===== src/rtl/rdi_pkg.sv =====
// rdi_pkg: shared RDI encodings, sequencer state enum and timeout constants.
// Status/request encodings are 4 bits; request ACTIVE/L1/L2 share the status codes.
package rdi_pkg;
  localparam int RDI_STS_W = 4;
  localparam logic [3:0] RDI_STS_RESET     = 4'b0000;
  localparam logic [3:0] RDI_STS_ACTIVE    = 4'b0001;
  localparam logic [3:0] RDI_STS_PMNAK     = 4'b0011;
  localparam logic [3:0] RDI_STS_L1        = 4'b0100;
  localparam logic [3:0] RDI_STS_L2        = 4'b1000;
  localparam logic [3:0] RDI_STS_LINKERROR = 4'b1010;
  localparam int RDI_PM_TIMEOUT_CYC        = 200;
  localparam int RDI_LINKERROR_TIMEOUT_CYC = 1600;
  typedef enum logic [2:0] {
    ST_RESET, ST_ACTIVE, ST_PM_REQ, ST_PM_WAIT, ST_PM_L1, ST_PM_L2, ST_PMNAK, ST_LINKERR
  } rdi_state_e;
  // The handshake states PM_REQ/PM_WAIT still report ACTIVE to the adapter.
  function automatic logic [3:0] rdi_sts_of(rdi_state_e s);
    return (s == ST_ACTIVE || s == ST_PM_REQ || s == ST_PM_WAIT) ? RDI_STS_ACTIVE :
           (s == ST_PMNAK)   ? RDI_STS_PMNAK :
           (s == ST_PM_L1)   ? RDI_STS_L1 :
           (s == ST_PM_L2)   ? RDI_STS_L2 :
           (s == ST_LINKERR) ? RDI_STS_LINKERROR : RDI_STS_RESET;
  endfunction
endpackage


===== src/rtl/rdi_pm_link_sequencer_if.sv =====
// rdi_pm_link_sequencer_if: sideband PM request/response bundle.
// master (sequencer): drives o_sb_pm_req_valid/type, receives ready and the response strobe.
// slave (sideband): the mirror view.
interface rdi_pm_link_sequencer_if;
  logic o_sb_pm_req_valid;
  logic o_sb_pm_req_type;
  logic i_sb_req_ready;
  logic i_sb_pm_rsp_valid;
  logic i_sb_pm_rsp_ack;
  modport master (output o_sb_pm_req_valid, o_sb_pm_req_type,
                  input  i_sb_req_ready, i_sb_pm_rsp_valid, i_sb_pm_rsp_ack);
  modport slave  (input  o_sb_pm_req_valid, o_sb_pm_req_type,
                  output i_sb_req_ready, i_sb_pm_rsp_valid, i_sb_pm_rsp_ack);
endinterface


===== src/rtl/rdi_sb_pm_req_if.sv =====
// rdi_sb_pm_req_if: registered valid/ready PM request toward the sideband.
// Ports: lclk, sys_rst (async active-low); req (valid next cycle), load/type_in (latch target);
// ready from sideband; valid/req_type registered outputs; accept = handshake completes this cycle.
module rdi_sb_pm_req_if (
  input  logic lclk,
  input  logic sys_rst,
  input  logic req,
  input  logic load,
  input  logic type_in,
  input  logic ready,
  output logic valid,
  output logic req_type,
  output logic accept
);
  logic valid_q, valid_d, type_q, type_d;
  always_comb begin
    valid_d = req;
    type_d  = load ? type_in : type_q;
  end
  always_ff @(posedge lclk or negedge sys_rst) begin
    if (!sys_rst) begin
      valid_q <= 1'b0;
      type_q  <= 1'b0;
    end else begin
      valid_q <= valid_d;
      type_q  <= type_d;
    end
  end
  assign valid    = valid_q;
  assign req_type = type_q;
  assign accept   = valid_q & ready;
endmodule


===== src/rtl/rdi_pm_link_sequencer.sv =====
// rdi_pm_link_sequencer: RDI PM / link-error entry and exit sequencing for the PHY-side RDI.
// Ports: lclk, sys_rst (async active-low); i_lp_state_req/i_lp_linkerror from the adapter;
// sb (sideband PM request/response, master view); o_pm_timer_start/i_pm_timeout and
// o_linkerror_timer_start/i_linkerror_timeout toward rdi_timer_controller; o_pl_state_sts status.
// Optional macro RDI_PM_RETRY_EN: PM timeouts re-send the request up to PM_MAX_RETRY times.
module rdi_pm_link_sequencer
  import rdi_pkg::*;
#(
  parameter int STS_W        = RDI_STS_W,
  parameter int PM_MAX_RETRY = 2
) (
  input  logic             lclk,
  input  logic             sys_rst,
  input  logic [STS_W-1:0] i_lp_state_req,
  input  logic             i_lp_linkerror,
  rdi_pm_link_sequencer_if.master sb,
  output logic             o_pm_timer_start,
  input  logic             i_pm_timeout,
  output logic             o_linkerror_timer_start,
  input  logic             i_linkerror_timeout,
  output logic [STS_W-1:0] o_pl_state_sts
);
  rdi_state_e state_q, state_d;
  logic flag_q, flag_d, pm_timer_q, pm_timer_d, le_timer_q, le_timer_d;
  logic [STS_W-1:0] sts_q, sts_d;
  logic load, req_valid, req_type, accept, retry_ok, req_act, req_pm;
  assign req_act = i_lp_state_req == STS_W'(RDI_STS_ACTIVE);
  assign req_pm  = i_lp_state_req == STS_W'(RDI_STS_L1) || i_lp_state_req == STS_W'(RDI_STS_L2);
  always_comb begin
    state_d = state_q;
    load    = 1'b0;
    if (i_lp_linkerror) state_d = ST_LINKERR;
    else case (state_q)
      ST_RESET:   if (req_act) state_d = ST_ACTIVE;
      ST_ACTIVE:  if (req_pm) begin state_d = ST_PM_REQ; load = 1'b1; end
      ST_PM_REQ:  if (accept) state_d = ST_PM_WAIT;
      // A response outranks a same-cycle timeout.
      ST_PM_WAIT: if (sb.i_sb_pm_rsp_valid)
                    state_d = sb.i_sb_pm_rsp_ack ? (req_type ? ST_PM_L2 : ST_PM_L1) : ST_PMNAK;
                  else if (i_pm_timeout) state_d = retry_ok ? ST_PM_REQ : ST_PMNAK;
      ST_PM_L1:   if (req_act) state_d = ST_ACTIVE;
      ST_PM_L2:   if (req_act) state_d = ST_RESET;
      ST_PMNAK:   if (req_act) state_d = ST_ACTIVE;
                  else if (req_pm) begin state_d = ST_PM_REQ; load = 1'b1; end
      ST_LINKERR: if (flag_q) state_d = ST_RESET;
      default:    state_d = ST_RESET;
    endcase
    // Sticky: minimum residency is met once the timer has fired at least once.
    flag_d     = state_d == ST_LINKERR && (flag_q || (state_q == ST_LINKERR && i_linkerror_timeout));
    pm_timer_d = state_d == ST_PM_WAIT;
    le_timer_d = state_d == ST_LINKERR;
    sts_d      = STS_W'(rdi_sts_of(state_d));
  end
  always_ff @(posedge lclk or negedge sys_rst) begin
    if (!sys_rst) begin
      state_q    <= ST_RESET;
      flag_q     <= 1'b0;
      pm_timer_q <= 1'b0;
      le_timer_q <= 1'b0;
      sts_q      <= '0;
    end else begin
      state_q    <= state_d;
      flag_q     <= flag_d;
      pm_timer_q <= pm_timer_d;
      le_timer_q <= le_timer_d;
      sts_q      <= sts_d;
    end
  end
`ifdef RDI_PM_RETRY_EN
  localparam int RETRY_W = $clog2(PM_MAX_RETRY + 1);
  logic [RETRY_W-1:0] retry_q, retry_d;
  assign retry_ok = retry_q < RETRY_W'(PM_MAX_RETRY);
  // PMNAK and PM_REQ keep the count, so a fresh request after PMNAK inherits it.
  always_comb retry_d = (state_d inside {ST_ACTIVE, ST_PM_L1, ST_PM_L2, ST_RESET, ST_LINKERR}) ? '0 :
                        (state_q == ST_PM_WAIT && state_d == ST_PM_REQ) ? retry_q + 1'b1 : retry_q;
  always_ff @(posedge lclk or negedge sys_rst) begin
    if (!sys_rst) retry_q <= '0;
    else retry_q <= retry_d;
  end
`else
  assign retry_ok = 1'b0;
`endif
  rdi_sb_pm_req_if u_req (
    .lclk     (lclk),
    .sys_rst  (sys_rst),
    .req      (state_d == ST_PM_REQ),
    .load     (load),
    .type_in  (i_lp_state_req == STS_W'(RDI_STS_L2)),
    .ready    (sb.i_sb_req_ready),
    .valid    (req_valid),
    .req_type (req_type),
    .accept   (accept)
  );
  assign sb.o_sb_pm_req_valid    = req_valid;
  assign sb.o_sb_pm_req_type     = req_type;
  assign o_pm_timer_start        = pm_timer_q;
  assign o_linkerror_timer_start = le_timer_q;
  assign o_pl_state_sts          = sts_q;
endmodule


===== src/flat_wrapper.sv =====
// flat-port wrapper written by rule: the top's interface ports become plain ports
module rdi_pm_link_sequencer_flat import rdi_pkg::*;
#(
  parameter int STS_W        = RDI_STS_W,
  parameter int PM_MAX_RETRY = 2
)
  (lclk, sys_rst, i_lp_state_req, i_lp_linkerror, o_pm_timer_start, i_pm_timeout, o_linkerror_timer_start, i_linkerror_timeout, o_pl_state_sts, sb_o_sb_pm_req_valid, sb_o_sb_pm_req_type, sb_i_sb_req_ready, sb_i_sb_pm_rsp_valid, sb_i_sb_pm_rsp_ack);
  rdi_pm_link_sequencer_if sb_i ();
  input  logic lclk;
  input  logic sys_rst;
  input  logic [STS_W-1:0] i_lp_state_req;
  input  logic i_lp_linkerror;
  output logic o_pm_timer_start;
  input  logic i_pm_timeout;
  output logic o_linkerror_timer_start;
  input  logic i_linkerror_timeout;
  output logic [STS_W-1:0] o_pl_state_sts;
  output wire logic [$bits(sb_i.o_sb_pm_req_valid)-1:0] sb_o_sb_pm_req_valid;
  output wire logic [$bits(sb_i.o_sb_pm_req_type)-1:0] sb_o_sb_pm_req_type;
  input wire logic [$bits(sb_i.i_sb_req_ready)-1:0] sb_i_sb_req_ready;
  input wire logic [$bits(sb_i.i_sb_pm_rsp_valid)-1:0] sb_i_sb_pm_rsp_valid;
  input wire logic [$bits(sb_i.i_sb_pm_rsp_ack)-1:0] sb_i_sb_pm_rsp_ack;
  assign sb_o_sb_pm_req_valid = sb_i.o_sb_pm_req_valid;
  assign sb_o_sb_pm_req_type = sb_i.o_sb_pm_req_type;
  assign sb_i.i_sb_req_ready = sb_i_sb_req_ready;
  assign sb_i.i_sb_pm_rsp_valid = sb_i_sb_pm_rsp_valid;
  assign sb_i.i_sb_pm_rsp_ack = sb_i_sb_pm_rsp_ack;
  rdi_pm_link_sequencer #(.STS_W(STS_W), .PM_MAX_RETRY(PM_MAX_RETRY)) u_core (.lclk(lclk), .sys_rst(sys_rst), .i_lp_state_req(i_lp_state_req), .i_lp_linkerror(i_lp_linkerror), .sb(sb_i), .o_pm_timer_start(o_pm_timer_start), .i_pm_timeout(i_pm_timeout), .o_linkerror_timer_start(o_linkerror_timer_start), .i_linkerror_timeout(i_linkerror_timeout), .o_pl_state_sts(o_pl_state_sts));
endmodule

===== config.mk =====
export PLATFORM = sky130hd
export DESIGN_NAME = rdi_pm_link_sequencer_flat
export DESIGN_NICKNAME = d
export VERILOG_FILES = /design/src/rtl/rdi_pkg.sv /design/src/rtl/rdi_pm_link_sequencer_if.sv /design/src/rtl/rdi_sb_pm_req_if.sv /design/src/rtl/rdi_pm_link_sequencer.sv /design/src/flat_wrapper.sv
export SDC_FILE = /design/constraint.sdc
export NUM_CORES = 1
export LEC_CHECK = 0
export BUFFER_PORTS_ARGS = -buffer_cell sky130_fd_sc_hd__buf_4
export CAP_MARGIN = 40
export CORE_AREA = 2 2 41 43
export CTS_CLUSTER_SIZE = 14
export DETAILED_ROUTE_END_ITERATION = 12
export DIE_AREA = 0 0 43 45
export PLACE_DENSITY = 0.73
export SYNTH_ARGS = -nofsm -noshare
export SYNTH_HDL_FRONTEND = slang
export SYNTH_HIERARCHICAL = 1
export SYNTH_SLANG_ARGS = --single-unit
export TNS_END_PERCENT = 100

===== constraint.sdc =====
create_clock -name lclk -period 2.15 [get_ports lclk]
set_input_delay 0.215 -clock lclk [delete_from_list [all_inputs] [get_ports lclk]]
set_output_delay 0.215 -clock lclk [all_outputs]
set_load 0.005 [all_outputs]

-- After elaboration in Yosys (flattened, before gate mapping)
Cells that the tools add are included.
- eq/ne operators: 17
- muxes and demuxes: 21
- bitwise gates (word level): 1
- reduce and logical (&&, ||, !) cells: 8
- operators with widths (operator ; number):
    $mux 3 ; 10
    $eq 3x3->1 const B ; 8
    $pmux 3 s7 ; 1
    $mux 4 ; 5
    $eq 3x2->1 const B ; 4
    $eq 3x1->1 const B ; 2
    $eq 4x1->1 const B ; 1
    $eq 4x3->1 const B ; 1
    $eq 4x4->1 const B ; 1
    $logic_or 1x1->1 ; 4
    $mux 1 ; 4
    $logic_not 3->1 ; 1
    $logic_and 1x1->1 ; 2
    $pmux 1 s2 ; 1
    $reduce_or 2->1 ; 1
    $and 1x1->1 ; 1
- bits in registers: 12
- input port bits: 12
- output and inout port bits: 8
- word-level logic and storage cells: 54

-- Logic depth before layout (Yosys ltp)
Gate-level depths: netlist of run 1.
- depth after elaboration: 12
- depth in mapped cells: 6
- gate-level depth less buffers: 5

-- Cells and area by module
The synthesis of run 1 kept the hierarchy.
- modules (own cells, without submodules) (module ; instances ; cells each ; area an instance (µm²)):
    rdi_pm_link_sequencer ; 1 ; 61 ; 614.3
    rdi_sb_pm_req_if ; 1 ; 4 ; 71.3

-- Least setup slack after synthesis of run 1
OpenSTA, ideal clock, no wires.
- kind: reg-to-reg
- from: register u_core.state_q[1]
- to: register u_core.flag_q
- data arrival time: 1726 ps
- data required time: 2083 ps
- slack: 357 ps
- cell stages (with the launch flop): 6
- buffers on the path: 0
- path through: dfrtp_1 or3b_1 or4b_4 and4_4 clkinv_2 and4_2
- word-level cells in the longest chain between the ends: 6
- ends and longest elaborated chain (what ; RTL line ; text):
    start: declaration ; rdi_pm_link_sequencer.sv:23 ; rdi_state_e state_q, state_d;
    start signal: assignment ; rdi_pm_link_sequencer.sv:62 ; state_q <= state_d;
    $eq 3x3->1, or another cell as far along ; rdi_pm_link_sequencer.sv:33 ; else case (state_q)
    $reduce_or 2->1 (no line), or another cell as far along ; - ;
    $pmux 3 s7 (*) ; rdi_pm_link_sequencer.sv:33 ;
    $mux 3 (*) ; rdi_pm_link_sequencer.sv:32 ; if (i_lp_linkerror) state_d = ST_LINKERR;
    via u_core.state_d[1] ; rdi_pm_link_sequencer.sv:23 ;
    $eq 3x3->1 (*) ; rdi_pm_link_sequencer.sv:49 ; flag_d = state_d == ST_LINKERR && (flag_q || (state_q == ST_LINKERR && i_linkerror_timeout));
    $logic_and 1x1->1 (*) ; rdi_pm_link_sequencer.sv:49 ;
    via u_core.flag_d ; rdi_pm_link_sequencer.sv:24 ; logic flag_q, flag_d, pm_timer_q, pm_timer_d, le_timer_q, le_timer_d;
    end signal: assignment ; rdi_pm_link_sequencer.sv:63 ; flag_q <= flag_d;
    end: declaration ; rdi_pm_link_sequencer.sv:24 ;
Mark *: on every way through the listed nets, which the timed path passes. The rest lies on a longest branch.
A chain may end at the register's enable or synchronous reset.

-- Worst setup path in the final report of run 1
- from: register u_core.state_q[2]
- to: register u_core.flag_q
- word-level cells in the longest chain between the ends: 6
- ends and longest elaborated chain (what ; RTL line):
    $eq 3x3->1 / $logic_not 3->1 (equally long branches) ; rdi_pm_link_sequencer.sv:33
    $reduce_or 2->1 (no line) ; -
    $pmux 3 s7 (*) ; rdi_pm_link_sequencer.sv:33
    $mux 3 (*) ; rdi_pm_link_sequencer.sv:32
    via u_core.state_d[1] ; rdi_pm_link_sequencer.sv:23
    $eq 3x3->1 (*) ; rdi_pm_link_sequencer.sv:49
    $logic_and 1x1->1 (*) ; rdi_pm_link_sequencer.sv:49
    via u_core.flag_d ; rdi_pm_link_sequencer.sv:24
Marks and branches as above.

==> summary.txt, run 1 <==
Placement Rows: 14
Critical path startpoint category: flop
Post-detailed-route wirelength per cell: 14.1 um
Post-synthesis cell area: 686 um^2
Grt met2 use: 0.294
Die ar.: 1940 um^2
Clock skew: 0.00566 ns
Slew Viols, Final: 0
R2R Setup Slk: 0.18 ns
RSZ-0062 raised after global routing: no
Clk Latency, worst-skew pair: 0.27 ns
Root buffer cell: clkbuf_4
# setup viols final: 0
DRT Pass-1 Iters: 4
Crit path DAT: 2.18 ns
Commonest non-fill, non-tap cell in the layout: buf_4
Register bit total from synthesis: 12
Syn Inst Count: 65
Die W: 43 um
Post-Synth XOR/XNOR Area: 0.0255
Power per Cell Area: 1200 nW/um^2
Crit share post-route: 0.918
Total CTS buffers: 3
Final WL: 1450 um
Max_cap viols: 0
Drt first-iter violations: 6
Post-synth net total: 77
Final hold vios: 0
Synth Area in Simple Gates: 0.297
Met1 Use GR: 0.213
Grt total ovfl: 0
Compound-cell area share of the yosys netlist: 0.153
Worst hold margin: 0.137 ns
Core area: 1470 um^2
Total of warnings raised by yosys: 6
Status: completed
# diodes: 0
CP Capture Type: flop
DP Cell Count: 98
Vias in the first global route: 595
Clock sink count: 12
# IOs: 20
Largest family of logic cells by synthesized area: simple AND/OR/NAND/NOR gates
Mux share of post-synthesis cell area: 0.0365
CTS tree: done
Slew @ Worst Pin: 0.442 ns
Area Growth Syn to Fin: 29.7%
Met3 usage: 0.0640
Tmin final: 1.97 ns
Htree depth: 1
Initial antenna violation count: 0
Largest net degree at the start of global routing: 13
Peak supply drop: 673 uV
Post-synth ARST share: 1.00
Setup Buffers After CTS: 0
Relative slew slack: 0.705
Die H: 45 um
Worst-path clk slew: 0.08 ns
Antenna viol nets, final: 0
Final Wtd Congestion: 0.781
Max Fanout on Critical Path: 12
Leakage: 0.418 nW
Achievable Freq: 507 MHz
Distinct cell type count after synthesis: 40
Dominant synthesized flop cell: dfrtp_1
Hold WC Path Type: in -> reg
CTS Buffer Depth: 2
DRC Markers: 0
Net count, final: 100
DR vias/cell: 5.71
Most Crowded Layer GR: met2
GRT Util Overall: 0.176
Setup Crit Path Kind: reg -> reg
Share of layout cells above drive strength 1: 0.379
Commonest cells after routing, fill and taps aside: buf_4, dfrtp_1, inv_1
Sequential element share of the synthesized area: 0.438
Initial core utilization: 0.466
First-pass GRT wire length: 2530 um
I/O Buffers: 19
Setup TNS: 0 ns
Vias post-DR: 588
Worst Path Required: 2.36 ns
Final non-filler cell total: 103
Adder-Cell Fraction of Synth Area: 0
Syn Area/Cell: 10.5 um^2
EDFF count, synth: 0
==> stage by stage <==
step / util / worst slack [ns] / total power, W / area, um^2
after CTS: 0.604 / 0.199 / 0.00107 / 888
after global routing: 0.605 / 0.116 / 0.00116 / 890
after global placement: 0.572 / 0.230 / 0.000882 / 842
final: 0.605 / 0.177 / 0.00107 / 890
after floorplan: - / 0.357 / 0.000716 / 686
after detailed placement: 0.572 / 0.221 / 0.000891 / 842
==> worst paths after layout <==
check,startpoint,to,cells past startpoint
worst max-delay path,u_core/state_q[2],u_core/flag_q,5
worst min-delay path,i_lp_linkerror,u_core/state_q[0],2
worst max register to register,u_core/state_q[2],u_core/flag_q,5
worst min register to register,u_core/u_req/req_type,u_core/u_req/req_type,1
max in group asynchronous,sys_rst,u_core/o_linkerror_timer_start,2
min in group asynchronous,sys_rst,u_core/u_req/valid,2
==> state kept, by name, indices dropped and copies added, names as in the netlist <==
register,flops
u_core/o_pl_state_sts,4
u_core/state_q,3
u_core/u_req/req_type,1
u_core/u_req/valid,1
u_core/o_pm_timer_start,1
u_core/flag_q,1
u_core/o_linkerror_timer_start,1
==> layer usage <==
layer / share of wire / routed length [um] / vias to the layer above
li1: - / - / 293
met1: 0.43 / 621 / 265
met2: 0.49 / 706 / 27
met3: 0.077 / 111 / 3
met4: 0.0069 / 10 / 0
met5: 0 / 0 / -
==> what timing repair did <==
item	4_1_cts	5_1_grt
hold buffers	1	0
setup endpoints to repair	0	1
resized for setup	0	1
endpoints found under the hold margin	12	0
==> cell type report <==
class / count / area (um^2)
Multi-Input combinational cell: 45 / 353
Timing Repair Buffer: 21 / 160
Sequential cell: 12 / 300
Inverter: 5 / 20.0
Fill cell: 132 / 582
Tap cell: 16 / 20.0
Clock buffer: 4 / 36.3
==> cells by family after synthesis <==
| group | after synthesis |
|---|---|
| mux | 2 |
| buf+inv | 8 |
| flops | 12 |
| compound gates | 14 |
| xor+xnor | 2 |
| simple gates | 27 |
==> power breakdown <==
group / total, W / switching (W) / internal (W) / leakage, nW
registers: 0.000395 / 0.0000836 / 0.000312 / 0.143
logic: 0.000498 / 0.000229 / 0.000269 / 0.254
clock network: 0.000178 / 0.0000746 / 0.000103 / 0.0210
==> cell usage after synthesis, types with 2 or more instances <==
library cell | instances | area (um^2)
a211oi_1 | 2 | 15.0
nor2_1 | 2 | 7.51
and2_2 | 2 | 15.0
nand2_1 | 2 | 7.51
nand3_1 | 3 | 15.0
and4b_1 | 2 | 20.0
dfrtp_1 | 12 | 300
a21oi_1 | 2 | 10.0
inv_1 | 4 | 15.0
buf_2 | 2 | 10.0
nor4b_1 | 3 | 26.3
==> worst max-delay path: stages (launching register included) <==
cell and delay, ns:
dfrtp_1 0.49, or3b_1 0.42, or4b_4 0.53, and4_4 0.18
clkinv_2 0.07, and4_2 0.20
Power figures use the tool's default switching activity.
==> inputs of run 2 (changes only) <==
BUFFER_PORTS_ARGS = -buffer_cell sky130_fd_sc_hd__buf_2   (was -buffer_cell sky130_fd_sc_hd__buf_4)
==> summary.txt, run 2 (same netlist as run 1, synthesis figures left out) <==
Net count, final: 101 (+1.0%)
Crit share post-route: 0.935 (+0.0172)
Antenna viol nets, final: 0 (unchanged)
Slew Viols, Final: 0 (unchanged)
Core area: 1470 um^2 (unchanged)
DRT Pass-1 Iters: 4 (unchanged)
Post-detailed-route wirelength per cell: 14.3 um (+2.0%)
Final non-filler cell total: 104 (+0.97%)
Final hold vios: 0 (unchanged)
CTS Buffer Depth: 2 (unchanged)
Hold WC Path Type: in -> reg
Commonest cells after routing, fill and taps aside: buf_2, dfrtp_1, inv_1
Achievable Freq: 498 MHz (-1.8%)
Share of layout cells above drive strength 1: 0.386 (+0.00705)
GRT Util Overall: 0.172 (-0.00430)
# diodes: 0 (unchanged)
Htree depth: 1 (unchanged)
Max_cap viols: 0 (unchanged)
Drt first-iter violations: 10 (+4)
Peak supply drop: 585 uV (-13%)
Sw Ratio: 0.371 (+0.00980)
Status: completed
Die H: 45 um (unchanged)
Crit. Startpoint: u_core/state_q[0]
# setup viols final: 0 (unchanged)
Multi-input logic area: 353 um^2 (unchanged)
Crit-path max cell delay: 0.53 ns (about the same)
Commonest non-fill, non-tap cell in the layout: buf_2
R2R cell count: 5 (unchanged)
Critical path startpoint category: flop
Switching Power: 0.000390 W (+0.79%)
Pre-CTS setup slack: 0.196 ns (-0.0246 ns)
Largest net degree at the start of global routing: 13 (unchanged)
Worst-path clk slew: 0.08 ns (about the same)
Die W: 43 um (unchanged)
CTS tree: done
Initial antenna violation count: 0 (unchanged)
Reg area: 300 um^2 (unchanged)
Hpwl dp: 1100 um
Grt total ovfl: 0 (unchanged)
Setup Crit Path Kind: reg -> reg
Root buffer cell: clkbuf_4
Clock sink count: 12 (unchanged)
CP Capture Type: flop
Final WL: 1490 um (+3.0%)
Clk Latency, worst-skew pair: 0.27 ns (about the same)
Vias post-DR: 576 (-2.0%)
# IOs: 20 (unchanged)
Worst hold margin: 0.152 ns (+0.0147 ns)
Crit-path cells: or3b_1, or4b_4, and4_4, clkinv_2, and4_2
Setup TNS: 0 ns (unchanged)
Internal power: 0.000661 W (-3.4%)
Fillers: 143 (+8.3%)
Number of flip-flops in the largest register: 4 (unchanged)
Clock Power Share: 0.169 (+0.003)
Area Growth Syn to Fin: 23.9%
R2R Path End: u_core/flag_q
Total CTS buffers: 3 (unchanged)
Leakage: 0.409 nW (-2.2%)
DR vias/cell: 5.54 (-3.0%)
RR Startpoint: u_core/state_q[0]
Die ar.: 1940 um^2 (unchanged)
Total power: 0.00105 W (-1.9%)
RSZ-0062 raised after global routing: no
Clock skew: 0.00403 ns (-0.00163 ns)
R2R Setup Slk: 0.14 ns (-0.04 ns)
Max Fanout on Critical Path: 11 (-1)
Sequential share of power: 0.358 (-0.011)
DRC Markers: 0 (unchanged)
Power per Cell Area: 1240 nW/um^2 (+2.8%)
Relative slew slack: 0.700 (-0.00447)
Setup crit end: u_core/flag_q
Logic pwr share: 0.474 (+0.009)
Worst Path Required: 2.36 ns (about the same)
Initial core utilization: 0.466 (unchanged)
I/O Buffers: 19 (unchanged)
Tmin final: 2.01 ns (+0.0369 ns)
Final setup margin: 0.140 ns (-0.0369 ns)
Crit path DAT: 2.22 ns (+0.04 ns)
Vias in the first global route: 542 (-8.9%)
Final Wtd Congestion: 0.769 (-1.6%)
DP Cell Count: 99 (+1.0%)
Slowest-stage cell, CP: or4b_4
Placement Rows: 14 (unchanged)
Slew @ Worst Pin: 0.449 ns (+0.00669 ns)
First-pass GRT wire length: 2390 um (-5.2%)
[run 2: changes by cell type in the layout (fill, tap and decap cells not counted)]
cell   delta
buf_2    +19
buf_4    -18
[run 2: area by class of cell]
cell class,instances,share of cell area
Multi-Input combinational cell,45,0.415
Sequential cell,12,0.353
Clock buffer,4,0.0427
Inverter,5,0.0236
Tap cell,16,0.0236
Timing Repair Buffer,22,0.141
[run 2: how the worst min path moves through the flow]
stage / end / start / cells past startpoint / slack, ns
2_1_floorplan: u_core/flag_q / sys_rst / 0 / -0.08
3_3_place_gp: u_core/o_linkerror_timer_start / sys_rst / 1 / 0.10
3_5_place_dp: u_core/o_linkerror_timer_start / sys_rst / 1 / 0.10
4_1_cts: u_core/state_q[0] / i_lp_linkerror / 2 / 0.15
5_1_grt: u_core/state_q[0] / i_lp_linkerror / 2 / 0.15
6_report: u_core/state_q[0] / i_lp_linkerror / 2 / 0.15
[run 2: critical path, delay by kind of cell, from the launching register on]
family / cells / cell delay [ns]
buffers and inverters: 1 / 0.07
and+or+nand+nor: 4 / 1.36
DFF: 1 / 0.51
[run 2: metal layers]
layer  wire (um)  part of all wire  global-route usage  vias to the layer above
met2         717              0.48               0.285                       19
met1         656              0.44               0.202                      266
met3         108             0.072              0.0720                        2
li1            -                 -                   -                      289
met4           9            0.0060              0.0606                        0
met5           0                 0                   0                        -
[run 2: power groups by stage]
stage / combinational (W) / sequential, W / clock (W)
after CTS: 0.000490 / 0.000375 / 0.000183
after floorplan: 0.000357 / 0.000360 / 0
after global routing: 0.000546 / 0.000390 / 0.000192
after global placement: 0.000482 / 0.000376 / 0
after detailed placement: 0.000485 / 0.000379 / 0
final: 0.000498 / 0.000376 / 0.000177
[run 2: per-stage QoR]
step	util	instance area, um^2
final	0.577	850
after global routing	0.577	850
after CTS	0.577	848
after detailed placement	0.545	802
after global placement	0.545	802
after floorplan	-	686
[run 2: repair_timing]
| item | 4_1_cts | 5_1_grt |
|---|---|---|
| hold buffers | 1 | 0 |
| endpoints found under the setup margin | 0 | 1 |
| resized for setup | 0 | 1 |
| hold endpoints to repair | 12 | 0 |
| buffers inserted | 0 | 0 |
